--- src/rtl/alu_pkg.sv ---
`default_nettype none
// ============================================================================
// Module      : alu_pkg
// Description : Shared definitions for the pipelined ALU: default datapath
//               width, CTRL opcode constants and the control state encoding.
// Revision    : 1.0 - initial release
// ============================================================================
package alu_pkg;

    localparam int c_width_default = 32;

    // CTRL opcodes; 12..15 are reserved and produce R=0
    localparam logic [3:0] c_op_add  = 4'd0;
    localparam logic [3:0] c_op_sub  = 4'd1;
    localparam logic [3:0] c_op_and  = 4'd2;
    localparam logic [3:0] c_op_or   = 4'd3;
    localparam logic [3:0] c_op_xor  = 4'd4;
    localparam logic [3:0] c_op_nor  = 4'd5;
    localparam logic [3:0] c_op_slt  = 4'd6;
    localparam logic [3:0] c_op_sltu = 4'd7;
    localparam logic [3:0] c_op_sll  = 4'd8;
    localparam logic [3:0] c_op_srl  = 4'd9;
    localparam logic [3:0] c_op_sra  = 4'd10;
    localparam logic [3:0] c_op_mul  = 4'd11;

    typedef enum logic [0:0] {
        ST_IDLE     = 1'b0,
        ST_MUL_BUSY = 1'b1
    } state_t;

endpackage
`default_nettype wire

--- src/rtl/alu_mul_seq.sv ---
`default_nettype none
// ============================================================================
// Module      : alu_mul_seq
// Description : Iterative unsigned shift-add multiplier, one partial product
//               per clock, WIDTH clocks per multiply.
// Ports       : clk, rst        - clock, synchronous active-high reset
//               i_start         - load operands and begin (ignored mid-run)
//               i_a, i_b        - multiplicand, multiplier
//               o_done          - high during the last step's cycle
//               o_prod_hi/lo    - full product, valid while o_done is high
// Revision    : 1.0 - initial release
// ============================================================================
module alu_mul_seq
    import alu_pkg::*;
#(
    parameter int WIDTH = c_width_default
) (
    input  logic             clk,
    input  logic             rst,
    input  logic             i_start,
    input  logic [WIDTH-1:0] i_a,
    input  logic [WIDTH-1:0] i_b,
    output logic             o_done,
    output logic [WIDTH-1:0] o_prod_hi,
    output logic [WIDTH-1:0] o_prod_lo
);

    localparam int CNT_W = $clog2(WIDTH);

    logic               r_busy;
    logic [CNT_W-1:0]   r_cnt;
    logic [WIDTH-1:0]   r_mcand;
    // Upper half accumulates partial sums; lower half holds the multiplier
    // bits not yet consumed, shifting right one bit per step.
    logic [2*WIDTH-1:0] r_prod;

    logic [WIDTH:0]     w_sum;
    logic [2*WIDTH-1:0] w_prod_next;
    logic               w_last;

    always_comb begin
        w_sum       = {1'b0, r_prod[2*WIDTH-1:WIDTH]}
                    + (r_prod[0] ? {1'b0, r_mcand} : {(WIDTH+1){1'b0}});
        w_prod_next = {w_sum, r_prod[WIDTH-1:1]};
        w_last      = (r_cnt == CNT_W'(WIDTH-1));
    end

    // The final product is presented combinationally so the caller can
    // register it on the same edge that performs the last step.
    assign o_done    = r_busy && w_last;
    assign o_prod_hi = w_prod_next[2*WIDTH-1:WIDTH];
    assign o_prod_lo = w_prod_next[WIDTH-1:0];

    always_ff @(posedge clk) begin
        if (rst) begin
            r_busy  <= 1'b0;
            r_cnt   <= '0;
            r_mcand <= '0;
            r_prod  <= '0;
        end else if (i_start && !r_busy) begin
            r_busy  <= 1'b1;
            r_cnt   <= '0;
            r_mcand <= i_a;
            r_prod  <= {{WIDTH{1'b0}}, i_b};
        end else if (r_busy) begin
            r_prod <= w_prod_next;
            r_cnt  <= r_cnt + 1'b1;
            if (w_last) begin
                r_busy <= 1'b0;
            end
        end
    end

endmodule
`default_nettype wire

--- src/rtl/alu_pipe.sv ---
`default_nettype none
// ============================================================================
// Module      : alu_pipe
// Description : Registered ALU. Single-cycle ops produce a result one clock
//               after acceptance; MUL runs on an iterative multiplier and
//               holds off new work (ready low) for WIDTH clocks.
// Ports       : clk, reset      - clock, synchronous active-high reset
//               A, B, CTRL      - operands and opcode
//               valid_in        - operation presented (taken when ready)
//               ready           - block can accept an operation
//               R, zero, ovf    - registered result and flags
//               valid_out       - one-cycle pulse when R/zero/ovf update
// Revision    : 1.0 - initial release
// ============================================================================
module alu_pipe
    import alu_pkg::*;
#(
    parameter int WIDTH = c_width_default
) (
    input  logic             clk,
    input  logic             reset,
    input  logic [WIDTH-1:0] A,
    input  logic [WIDTH-1:0] B,
    input  logic [3:0]       CTRL,
    input  logic             valid_in,
    output logic             ready,
    output logic [WIDTH-1:0] R,
    output logic             zero,
    output logic             ovf,
    output logic             valid_out
);

    localparam int SH_W = $clog2(WIDTH);
    localparam int MSB  = WIDTH - 1;

    state_t           r_state;
    state_t           w_state_next;
    logic [WIDTH-1:0] r_result;
    logic             r_zero;
    logic             r_ovf;
    logic             r_valid;

    logic [WIDTH-1:0] w_sum;
    logic [WIDTH-1:0] w_diff;
    logic [SH_W-1:0]  w_shamt;
    logic [WIDTH-1:0] w_alu_r;
    logic             w_alu_ovf;

    logic             w_mul_start;
    logic             w_mul_done;
    logic [WIDTH-1:0] w_mul_hi;
    logic [WIDTH-1:0] w_mul_lo;

    logic             w_load;
    logic [WIDTH-1:0] w_load_r;
    logic             w_load_ovf;

    // ------------------------------------------------------------------
    // Single-cycle datapath. MUL and reserved opcodes fall to the
    // default (R=0, ovf=0); MUL's real result comes from the multiplier.
    // ------------------------------------------------------------------
    always_comb begin
        w_sum     = A + B;
        w_diff    = A - B;
        w_shamt   = B[SH_W-1:0];
        w_alu_r   = '0;
        w_alu_ovf = 1'b0;
        case (CTRL)
            c_op_add: begin
                w_alu_r   = w_sum;
                // Same-sign operands yielding an opposite-sign sum
                w_alu_ovf = (A[MSB] == B[MSB]) && (w_sum[MSB] != A[MSB]);
            end
            c_op_sub: begin
                w_alu_r   = w_diff;
                // Opposite-sign operands where the result sign flips from A
                w_alu_ovf = (A[MSB] != B[MSB]) && (w_diff[MSB] != A[MSB]);
            end
            c_op_and:  w_alu_r = A & B;
            c_op_or:   w_alu_r = A | B;
            c_op_xor:  w_alu_r = A ^ B;
            c_op_nor:  w_alu_r = ~(A | B);
            c_op_slt:  w_alu_r = {{(WIDTH-1){1'b0}}, ($signed(A) < $signed(B))};
            c_op_sltu: w_alu_r = {{(WIDTH-1){1'b0}}, (A < B)};
            c_op_sll:  w_alu_r = A << w_shamt;
            c_op_srl:  w_alu_r = A >> w_shamt;
            c_op_sra:  w_alu_r = $signed(A) >>> w_shamt;
            default: begin
                w_alu_r   = '0;
                w_alu_ovf = 1'b0;
            end
        endcase
    end

    alu_mul_seq #(
        .WIDTH (WIDTH)
    ) u_mul (
        .clk       (clk),
        .rst       (reset),
        .i_start   (w_mul_start),
        .i_a       (A),
        .i_b       (B),
        .o_done    (w_mul_done),
        .o_prod_hi (w_mul_hi),
        .o_prod_lo (w_mul_lo)
    );

    // ------------------------------------------------------------------
    // Control: next state and result-load selection
    // ------------------------------------------------------------------
    always_comb begin
        w_state_next = r_state;
        w_mul_start  = 1'b0;
        w_load       = 1'b0;
        w_load_r     = w_alu_r;
        w_load_ovf   = w_alu_ovf;
        case (r_state)
            ST_IDLE: begin
                if (valid_in) begin
                    if (CTRL == c_op_mul) begin
                        w_mul_start  = 1'b1;
                        w_state_next = ST_MUL_BUSY;
                    end else begin
                        w_load = 1'b1;
                    end
                end
            end
            ST_MUL_BUSY: begin
                if (w_mul_done) begin
                    w_load       = 1'b1;
                    w_load_r     = w_mul_lo;
                    w_load_ovf   = |w_mul_hi;
                    w_state_next = ST_IDLE;
                end
            end
            default: w_state_next = ST_IDLE;
        endcase
    end

    always_ff @(posedge clk) begin
        if (reset) begin
            r_state  <= ST_IDLE;
            r_result <= '0;
            r_zero   <= 1'b1;
            r_ovf    <= 1'b0;
            r_valid  <= 1'b0;
        end else begin
            r_state <= w_state_next;
            r_valid <= w_load;
            if (w_load) begin
                r_result <= w_load_r;
                // Flag derived from the value being loaded, not the old R
                r_zero   <= (w_load_r == '0);
                r_ovf    <= w_load_ovf;
            end
        end
    end

    assign ready     = (r_state == ST_IDLE);
    assign R         = r_result;
    assign zero      = r_zero;
    assign ovf       = r_ovf;
    assign valid_out = r_valid;

endmodule
`default_nettype wire

--- config.mk ---
export PLATFORM = sky130hd
export DESIGN_NAME = alu_pipe
export DESIGN_NICKNAME = d
export VERILOG_FILES = /design/src/rtl/alu_pkg.sv /design/src/rtl/alu_mul_seq.sv /design/src/rtl/alu_pipe.sv
export SDC_FILE = /design/constraint.sdc
export NUM_CORES = 1
export LEC_CHECK = 0
export ABC_AREA = 1
export ABC_CLOCK_PERIOD_IN_PS = 3200
export CELL_PAD_IN_SITES_DETAIL_PLACEMENT = 1
export CELL_PAD_IN_SITES_GLOBAL_PLACEMENT = 1
export CORE_ASPECT_RATIO = 2
export CORE_UTILIZATION = 24
export CTS_CLUSTER_SIZE = 20
export DETAILED_ROUTE_END_ITERATION = 10
export GPL_TIMING_DRIVEN = 0
export PLACE_DENSITY = 0.55
export RECOVER_POWER = 25
export SYNTH_ARGS = -nofsm -noshare
export SYNTH_HDL_FRONTEND = slang
export SYNTH_SLANG_ARGS = --single-unit
--- constraint.sdc ---
create_clock -name clk -period 3.2 [get_ports clk]
set_clock_uncertainty 0.05 [all_clocks]
set_input_delay 0.96 -clock clk [delete_from_list [all_inputs] [get_ports clk]]
set_output_delay 0.96 -clock clk [all_outputs]
set_load 0.05 [all_outputs]
==> reports/metrics.yaml, run 1 <==
outcome: "finished, violations left"
failed_checks: "setup timing"
drc: 0
gp_congestion: 1.06
vias: 25100
port_buffers: 106
finalHoldViolCount: 0
start_kind: "primary input"
dr.pass1.iters: 7
start_util: 0.243
clk_pin_slew_ns: 0.07
holdWs_ns: 0.420
place_ws_ns: -2.75
final_max_slew_viol_count: 0
ant_nets: 0
grt_pass1_wl_um: 197000
die_area_mm2: 0.0792
rsz0062_at_grt: "yes"
clock.fmax_mhz: 271
drv_cap: 0
synth_edf_count: 0
clk_latency_ns: 0.48
synth-seq-cells: 138
grt_max_degree: 17
cts.sinks: 138
antenna_found_initial: 10
h-tree-depth: 4
core_area_mm2: 0.0771
synth_area_mm2: 0.0187
ys_async_sr_fraction: 0
synth_cells: 3382
drtIter0Drc: 1438
setup_viol: 83
min_period_ns: 3.69
post-route-util: 0.328
ys_warn_count: 0
grt_pass1_vias: 26900
critical_path_required_ns: 3.58
die_x_um: 199
synth.distinct_cells: 60
io_pins: 107
drive_gt1_frac: 0.245
place_area_mm2: 0.0211
wl_per_cell_um: 30.5
rows: 144
wirelength_um: 142000
setup_ws_ns: -0.492
critPathCaptureType: "flip-flop"
tightest_slew_ns: 1.29
avgSynthCellArea_um2: 5.53
p_leak_nw: 12.7
worstPathArrival_ns: 4.07
min_path_type: "flip-flop to flip-flop"
dp_hpwl_um: 115000
synth_nets: 3594
reg2reg_slack_ns: -0.07
ir_worst_vdd_mv: 0.379
overflow: 0
maxSlewHeadroom: 0.139
cts_tree: "yes"
clock_path_buffers: 2
cts_buffers: 17
grt.total_usage: 0.364
dieHeight_um: 397
path_class: "primary input to flip-flop"
yosysSeqAreaShare: 0.148
p_per_area_mw_per_mm2: 305
synth_ff_type: "dfxtp_1"
design_area_mm2: 0.0253
cts_root_buf: "clkbuf_16"
finalNetCount: 3832
power_w: 0.00771
finalCritPeriodShare: 1.15
post_drt_via_cell_ratio: 5.39
syn_to_final_growth_pct: 35.3
cp_max_fo: 4
[layout make-up]
type | instances | area (um2)
fill | 10100 | 51800
multi-input combinational | 2596 | 15500
sequential | 138 | 2770
inverter | 500 | 1990
timing repair buffer | 222 | 1960
tap | 1022 | 1280
buffer | 145 | 1150
clock buffer | 19 | 453
clock inverter | 13 | 179
antenna | 5 | 12.5
[worst max-delay path, cell delays in order]
cell,delay (ns)
buf_8,0.07
buf_8,0.12
inv_8,0.04
buf_12,0.14
buf_16,0.16
ha_4,0.33
inv_6,0.05
buf_4,0.12
or2_4,0.24
nand3_2,0.08
o21ai_2,0.07
nor4_4,0.72
nand3_1,0.21
a22oi_2,0.20
nand2_1,0.08
nor2_1,0.08
nand2_1,0.08
nor2_2,0.12
nand4_1,0.10
nand2_1,0.06
[per-stage QoR]
step                cells  setup TNS (ns)
global placement     4510         -203.45
detailed placement   4510         -203.56
CTS                  4628           -1.33
global route         4655          -16.23
floorplan            3382               0
finish               4660           -7.84
[logic make-up after synthesis]
family | count (synthesis) | share of synthesized area
compound gates | 482 | 0.151
xor+xnor | 25 | 0.0117
fa+ha+maj | 141 | 0.0955
buf+inv | 648 | 0.144
flops | 138 | 0.148
simple gates | 1948 | 0.450
[cells in the final DEF (no fill, tap or decap), drive strengths merged, types with 5 or more instances in the layout]
master,instances
a21oi,159
a31oi,6
and2,5
buf,227
clkbuf,101
clkdlybuf4s15,14
clkdlybuf4s50,9
clkinv,10
clkinvlp,12
dfxtp,138
diode,5
dlygate4sd3,29
ha,138
inv,488
nand2,1063
nand3,482
nand3b,7
nand4,48
nor2,301
nor3,34
o211ai,51
o21ai,185
o21bai,23
o221ai,20
o22ai,25
xnor2,10
xor2,15
[timing repair]
item | in CTS | in global routing
resized for setup | 854 | 218
hold buffers | 0 | 0
pin swaps | 107 | 86
setup endpoints to repair | 135 | 53
setup buffers | 88 | 28
[final timing paths]
kind	to	cells after the start	from
max reg2reg	ovf	17	u_mul.r_prod[0]
min reg2reg	ovf	2	ovf
min	ovf	2	ovf
max	zero	20	B[2]
[cell usage after synthesis, types with 9 or more instances]
| cell type | n | area (um2) |
|---|---|---|
| ha_1 | 138 | 1730 |
| o211ai_1 | 50 | 375 |
| nor3_1 | 31 | 155 |
| buf_4 | 15 | 113 |
| nand4_1 | 48 | 300 |
| nand2_1 | 1022 | 3840 |
| o21ai_0 | 153 | 766 |
| nand3_1 | 469 | 2350 |
| a21oi_1 | 151 | 756 |
| dfxtp_1 | 138 | 2760 |
| buf_6 | 18 | 203 |
| nor2_2 | 9 | 56.3 |
| o22ai_1 | 25 | 156 |
| inv_2 | 19 | 71.3 |
| buf_2 | 40 | 200 |
| inv_1 | 473 | 1780 |
| nor2_1 | 289 | 1080 |
| o21bai_1 | 23 | 173 |
| clkbuf_1 | 54 | 203 |
| buf_1 | 19 | 71.3 |
| xnor2_1 | 10 | 87.6 |
| xor2_1 | 15 | 131 |
| o21ai_1 | 26 | 130 |
| nand2_2 | 32 | 200 |
| nand3_2 | 13 | 130 |
| o221ai_1 | 19 | 166 |
| nand2_4 | 9 | 101 |
[per-layer routing]
layer,vias up,global-route usage,share of wire,wire (um)
met3,673,0.0826,0.051,7170
li1,11400,-,-,-
met2,975,0.647,0.50,71700
met5,-,0,0.00040,57
met4,8,0.460,0.15,21800
met1,12000,0.294,0.29,41300
[state kept, by name (all words and copies together), names as in the netlist]
register       flops
R                 32
zero               1
ovf                1
valid_out          1
u_mul.r_busy       1
u_mul.r_mcand     32
r_state            1
u_mul.r_cnt        5
u_mul.r_prod      64
[power by group]
part / total, W / leakage, nW / switching (W) / internal, W
sequential: 0.00181 / 1.12 / 0.0000343 / 0.00178
clock: 0.00222 / 0.313 / 0.000934 / 0.00129
combinational: 0.00368 / 11.3 / 0.00258 / 0.00110
No activity file was read; power rests on OpenSTA's default activity.
==> run 2, diff against run 1 <==
--- a/config.mk
+++ b/config.mk
@@ -14,7 +14,7 @@
 export CTS_CLUSTER_SIZE = 20
 export DETAILED_ROUTE_END_ITERATION = 10
 export GPL_TIMING_DRIVEN = 0
-export PLACE_DENSITY = 0.55
+export PLACE_DENSITY = 0.51
 export RECOVER_POWER = 25
 export SYNTH_ARGS = -nofsm -noshare
 export SYNTH_HDL_FRONTEND = slang
==> run 2 against run 1 <==
Net effect:
- global-route usage decreased by 1.2 points
- via count is 2.0% lower
- design area up 1.0%
- clock-buffer cell count fell by 1
- wire length down 2.4%
- sequential power about the same
- highest routed layer unchanged
- combinational power decreased by 1%
- utilization grew 0.34 points
- final cell count is 0.15% higher
- the run still ends with setup timing left
- worst hold slack worse by 0.0016 ns
- non-clock buffer count rose by 9
- largest cell class unchanged
==> reports/metrics.yaml, run 2 (synthesis results as in run 1) <==
rows: 144  # unchanged
finalNetCount: 3841  # +0.23%
start_kind: "primary input"
syn_to_final_growth_pct: 36.7
timing.rr.start: "u_mul.r_prod[0]"
final_cell_mix: "nand2_1 (848), inv_1 (416), nand3_1 (397), nor2_1 (205), nand2_2 (166)"
place_ws_ns: -2.79  # -0.0440 ns
die_x_um: 199  # unchanged
p_leak_nw: 12.8  # +0.75%
dieHeight_um: 397  # unchanged
port_buffers: 106  # unchanged
cts_root_buf: "clkbuf_16"
tightest_slew_ns: 1.06  # -0.228 ns
setup_viol: 48  # -42%
slowest_stage: "nand3b_1"
drive_gt1_frac: 0.252  # +0.00681
dp_hpwl_um: 114000  # -1.1%
drtIter0Drc: 1195  # -17%
reg2reg_to: "ovf"
clock_path_buffers: 2  # unchanged
gp_congestion: 1.03  # -3.1%
overflow: 0  # unchanged
io_pins: 107  # unchanged
vias: 24600  # -2.0%
rsz0062_at_grt: "yes"
h-tree-depth: 4  # unchanged
maxSlewHeadroom: 0.292  # +0.153
reg2reg_depth: 15  # -2
path_common_cell: "nand2_1"
cts.sinks: 138  # unchanged
finalHoldViolCount: 0  # unchanged
ir_worst_vdd_mv: 0.425  # +12%
clk_pin_slew_ns: 0.07  # about the same
cts_tree: "yes"
antenna_found_initial: 7  # -3
min_path_type: "flip-flop to flip-flop"
critPathCaptureType: "flip-flop"
startpoint: "CTRL[2]"
drc: 0  # unchanged
reg2reg_slack_ns: -0.05  # +0.02 ns
worstPathArrival_ns: 4.01  # -0.06 ns
holdWs_ns: 0.418  # -0.00156 ns
finalSetupTns_ns: -5.92  # +1.92 ns
failed_checks: "setup timing"
final_max_slew_viol_count: 0  # unchanged
core_area_mm2: 0.0771  # unchanged
power_w: 0.00763  # -1.0%
drv_cap: 0  # unchanged
grt_pass1_wl_um: 192000  # -2.5%
ant_nets: 0  # unchanged
grt_max_degree: 17  # unchanged
largest_reg_flops: 64  # unchanged
grt.total_usage: 0.353  # -0.0119
cts_buffers: 17  # unchanged
post_drt_via_cell_ratio: 5.27  # -2.1%
cpPeakStageDelay_ns: 0.63  # -0.09 ns
outcome: "finished, violations left"
cp_max_fo: 10  # +6
start_util: 0.243  # unchanged
finalCritPeriodShare: 1.14  # -0.0173
cts_hold_buf: 0  # unchanged
min_period_ns: 3.64  # -0.0554 ns
post-route-util: 0.332  # +0.00342
die_area_mm2: 0.0792  # unchanged
dr.pass1.iters: 5  # -2
critical_path_required_ns: 3.58  # about the same
wl_per_cell_um: 29.7  # -2.6%
grt_pass1_vias: 27000  # +0.19%
path_cells: "clkdlybuf4s15_2, inv_1, nor2_2, nand2_4, buf_6, o221ai_1, a21oi_1, nand2_2, nand3b_1, nand2_1, nand3_1, nor2_1, nand2_1, nor2_2, nand4_1, nand2_1"
path_class: "primary input to flip-flop"
wirelength_um: 139000  # -2.4%
clock.fmax_mhz: 275  # +1.5%
crit_path_end: "zero"
clk_latency_ns: 0.48  # about the same
p_per_area_mw_per_mm2: 298  # -2.0%
setup_ws_ns: -0.436  # +0.0554 ns
top_register: "u_mul.r_prod"
layout_commonest_cell: "nand2_1"
==> run 2: changes by cell type in the layout (fill, tap and decap cells not counted), moves of 10 or more <==
cell and change:
buf_4 +13, clkbuf_2 -12, clkbuf_4 -10, ha_4 +10, nand2_1 -19, nand2_2 +21, nor2_2 -16
==> run 2: area by class of cell <==
type	count	area [um2]
fillers	10200	51500
repair buffers	232	2030
inverters	500	1980
clock inverters	14	179
multi-input cells	2596	15800
diodes	3	7.51
flip-flops and latches	138	2770
clock buffers	18	439
plain buffers	144	1150
well taps	1022	1280
==> run 2: worst max-delay path: cells and delay by family <==
family          cells  cell delay (ns)
buf+inv             3             0.73
compound gates      2             0.34
simple gates       11             1.96
==> run 2: routing by layer <==
metal / track usage / up-vias / wire length, um
li1: - / 11400 / -
met1: 0.293 / 11800 / 42300
met2: 0.641 / 795 / 70100
met3: 0.0521 / 568 / 4670
met4: 0.437 / 6 / 21500
met5: 0 / - / 41
==> run 2: report_power, final <==
group | internal (W) | switching (W) | leakage (nW)
logic | 0.00110 | 0.00253 | 11.4
registers | 0.00178 | 0.0000343 | 1.12
clock network | 0.00120 | 0.000987 | 0.301
total | 0.00408 | 0.00355 | 12.8
==> run 2: what timing repair did <==
item                                    4_1_cts  5_1_grt
buffers inserted                             89       41
resized for setup                           802      311
endpoints found under the hold margin         0        0
gates cloned                                  1        0
pin swaps                                    90      111
endpoints found under the setup margin      135       53
==> run 2: through the flow <==
stage / cell area, um2 / std cells
after detailed placement: 21100 / 4510
after global placement: 21100 / 4510
after CTS: 24200 / 4629
after floorplan: 18800 / 3382
final: 25600 / 4667
after global routing: 25600 / 4665
==> run 2: worst min path at each step <==
| stage | from | to | slack [ns] | depth (start not counted) |
|---|---|---|---|---|
| after global routing | u_mul.r_cnt[4] | u_mul.r_cnt[4] | 0.44 | 2 |
| after CTS | u_mul.r_cnt[4] | u_mul.r_cnt[4] | 0.42 | 2 |
| after detailed placement | u_mul.r_cnt[4] | u_mul.r_cnt[4] | 0.41 | 2 |
| final | R[16] | R[16] | 0.42 | 2 |
| after global placement | R[16] | R[16] | 0.40 | 2 |
| after floorplan | u_mul.r_prod[32] | u_mul.r_prod[32] | 0.40 | 2 |
==> run 3, diff against run 2 <==
--- a/config.mk
+++ b/config.mk
@@ -10,6 +10,7 @@
 export CELL_PAD_IN_SITES_DETAIL_PLACEMENT = 1
 export CELL_PAD_IN_SITES_GLOBAL_PLACEMENT = 1
 export CORE_ASPECT_RATIO = 2
+export CORE_MARGIN = 5
 export CORE_UTILIZATION = 24
 export CTS_CLUSTER_SIZE = 20
 export DETAILED_ROUTE_END_ITERATION = 10
==> run 3 against run 2 <==
Net effect:
- clock power down 6%
- the flow still finishes with violations (setup timing)
- largest power group unchanged
- worst hold slack better by 0.0085 ns
- non-clock buffer count is 17 higher
- combinational power increased by 2%
- utilization fell by 0.31 points
- power fell by 0.88%
- first-iteration DRC count is 3.9% higher
- register-to-register slack barely moved
- setup slack gained 0.082 ns
- final cell count up 0.51%
- via count is 0.30% higher
- largest cell class unchanged
==> reports/metrics.yaml, run 3 (synthesis results as in run 1) <==
outcome: "finished, violations left"
failed_checks: "setup timing"
ant_nets: 0  # unchanged
post_drt_via_cell_ratio: 5.26  # -0.21%
clock_path_buffers: 2  # unchanged
startpoint: "B[1]"
cts_root_buf: "clkbuf_16"
finalCritPeriodShare: 1.11  # -0.0257
seq_area_mm2: 0.00277  # unchanged
start_util: 0.240  # -0.00224
min_period_ns: 3.55  # -0.0824 ns
rsz0062_at_grt: "yes"
drc: 0  # unchanged
layout_commonest_cell: "nand2_1"
p_per_area_mw_per_mm2: 296  # -0.85%
top_register: "u_mul.r_prod"
fillCellCount: 10100  # -0.66%
ir_worst_vdd_mv: 0.373  # -12%
vias: 24700  # +0.30%
wl_per_cell_um: 29.8  # +0.25%
dp_cells: 4517  # +0.16%
antenna_found_initial: 3  # -4
overflow: 0  # unchanged
p_clk_frac: 0.271  # -0.016
cp_max_fo: 10  # unchanged
combPwrFrac: 0.490  # +0.014
dr.pass1.iters: 8  # +3
p_switching_w: 0.00355  # about the same
rows: 145  # +0.69%
dieHeight_um: 405  # +2.0%
post-route-util: 0.329  # -0.00314
min_path_type: "flip-flop to flip-flop"
gp_congestion: 1.02  # -0.84%
setup_viol: 14  # -71%
largest_reg_flops: 64  # unchanged
start_kind: "primary input"
die_area_mm2: 0.0840  # +6.1%
critPathCaptureType: "flip-flop"
maxSlewHeadroom: 0.317  # +0.0250
final_max_slew_viol_count: 0  # unchanged
reg2reg_depth: 18  # +3
holdWs_ns: 0.427  # +0.00851 ns
die_x_um: 207  # +4.0%
clk_pin_slew_ns: 0.07  # about the same
reg2reg_slack_ns: -0.05  # about the same
final_cell_mix: "nand2_1 (838), inv_1 (406), nand3_1 (388), nor2_1 (196), nand2_2 (178)"
clock.fmax_mhz: 281  # +2.3%
p_leak_nw: 12.8  # +0.22%
switching_share: 0.469  # +0.00369
path_class: "primary input to flip-flop"
clk_latency_ns: 0.47  # about the same
syn_to_final_growth_pct: 36.7  # about the same
critical_path_required_ns: 3.57  # about the same
timing.rr.start: "u_mul.r_prod[0]"
grt_pass1_wl_um: 192000  # -0.19%
grt_max_degree: 17  # unchanged
dp_hpwl_um: 117000  # +2.1%
io_pins: 107  # unchanged
multi_input_area_mm2: 0.0157  # -0.25%
drtIter0Drc: 1242  # +3.9%
h-tree-depth: 4  # unchanged
drv_cap: 0  # unchanged
wirelength_um: 140000  # +0.77%
seqPwrFrac: 0.239  # +0.002
reg2reg_to: "ovf"
drive_gt1_frac: 0.263  # +0.0111
finalNetCount: 3858  # +0.44%
cts_buffers: 17  # unchanged
port_buffers: 106  # unchanged
finalHoldViolCount: 0  # unchanged
cts_hold_buf: 0  # unchanged
setup_ws_ns: -0.354  # +0.0824 ns
cts.sinks: 138  # unchanged
crit_path_end: "zero"
grt_pass1_vias: 26800  # -0.65%
core_area_mm2: 0.0778  # +0.93%
worstPathArrival_ns: 3.93  # -0.08 ns
p_int_w: 0.00402  # -1.6%
final_cells: 4691  # +0.51%
tightest_slew_ns: 1.02  # -0.0374 ns
grt.total_usage: 0.321  # -0.0313
cts_tree: "yes"
power_w: 0.00757  # -0.88%
==> run 3: critical path, cell delays in order <==
cell	delay, ns
buf_8	0.08
buf_12	0.09
buf_4	0.23
buf_6	0.22
buf_4	0.31
nand3_1	0.15
nand3_1	0.16
nand3_1	0.13
nand3_1	0.21
nand2_1	0.12
nand2_1	0.09
nand3_1	0.30
a21oi_2	0.27
nand3_1	0.10
nor2_1	0.09
nand2_1	0.09
nor2_2	0.14
nand4_1	0.10
nand2_1	0.06
==> run 3: per-stage QoR <==
stage	setup slack, ns	TNS (ns)	cell area, um2
finish	-0.354	-1.18	25600
global route	-0.388	-4.95	25600
CTS	-0.358	-1.61	24200
detailed placement	-2.90	-200.18	21100
global placement	-2.84	-196.97	21100
floorplan	0.0110	0	18800
==> run 3: layout make-up <==
type,instances,area share
multi-input cells,2596,0.614
flip-flops and latches,138,0.108
repair buffers,247,0.0819
inverters,500,0.0779
well taps,1029,0.0503
plain buffers,146,0.0444
clock buffers,19,0.0173
clock inverters,13,0.00514
diodes,3,0.000294
==> run 3: how the worst min path moves through the flow <==
| stage | start | end | cells after the start |
|---|---|---|---|
| after floorplan | u_mul.r_prod[32] | u_mul.r_prod[32] | 2 |
| after global placement | ovf | ovf | 2 |
| after detailed placement | u_mul.r_prod[32] | u_mul.r_prod[32] | 2 |
| after CTS | u_mul.r_prod[32] | u_mul.r_prod[32] | 2 |
| after global routing | u_mul.r_prod[32] | u_mul.r_prod[32] | 2 |
| final | u_mul.r_prod[32] | u_mul.r_prod[32] | 2 |
==> run 3: power by group through the flow <==
stage               Sequential [W]  Combinational [W]  Clock (W)
finish                     0.00181            0.00371    0.00205
global route               0.00182            0.00388    0.00214
CTS                        0.00181            0.00339    0.00209
detailed placement         0.00185            0.00289          0
global placement           0.00185            0.00289          0
floorplan                  0.00196            0.00148          0
==> run 3: layer usage <==
layer / track usage / wire [um]
met5: 0 / 13
met4: 0.381 / 21300
met1: 0.261 / 41300
met2: 0.608 / 72800
met3: 0.0378 / 4250
==> run 3: repair_timing <==
action	CTS	global route
buffers inserted	99	44
setup endpoints to repair	135	47
gates resized for setup	761	352
cloned	1	1
hold endpoints to repair	0	0
pin swaps	92	113
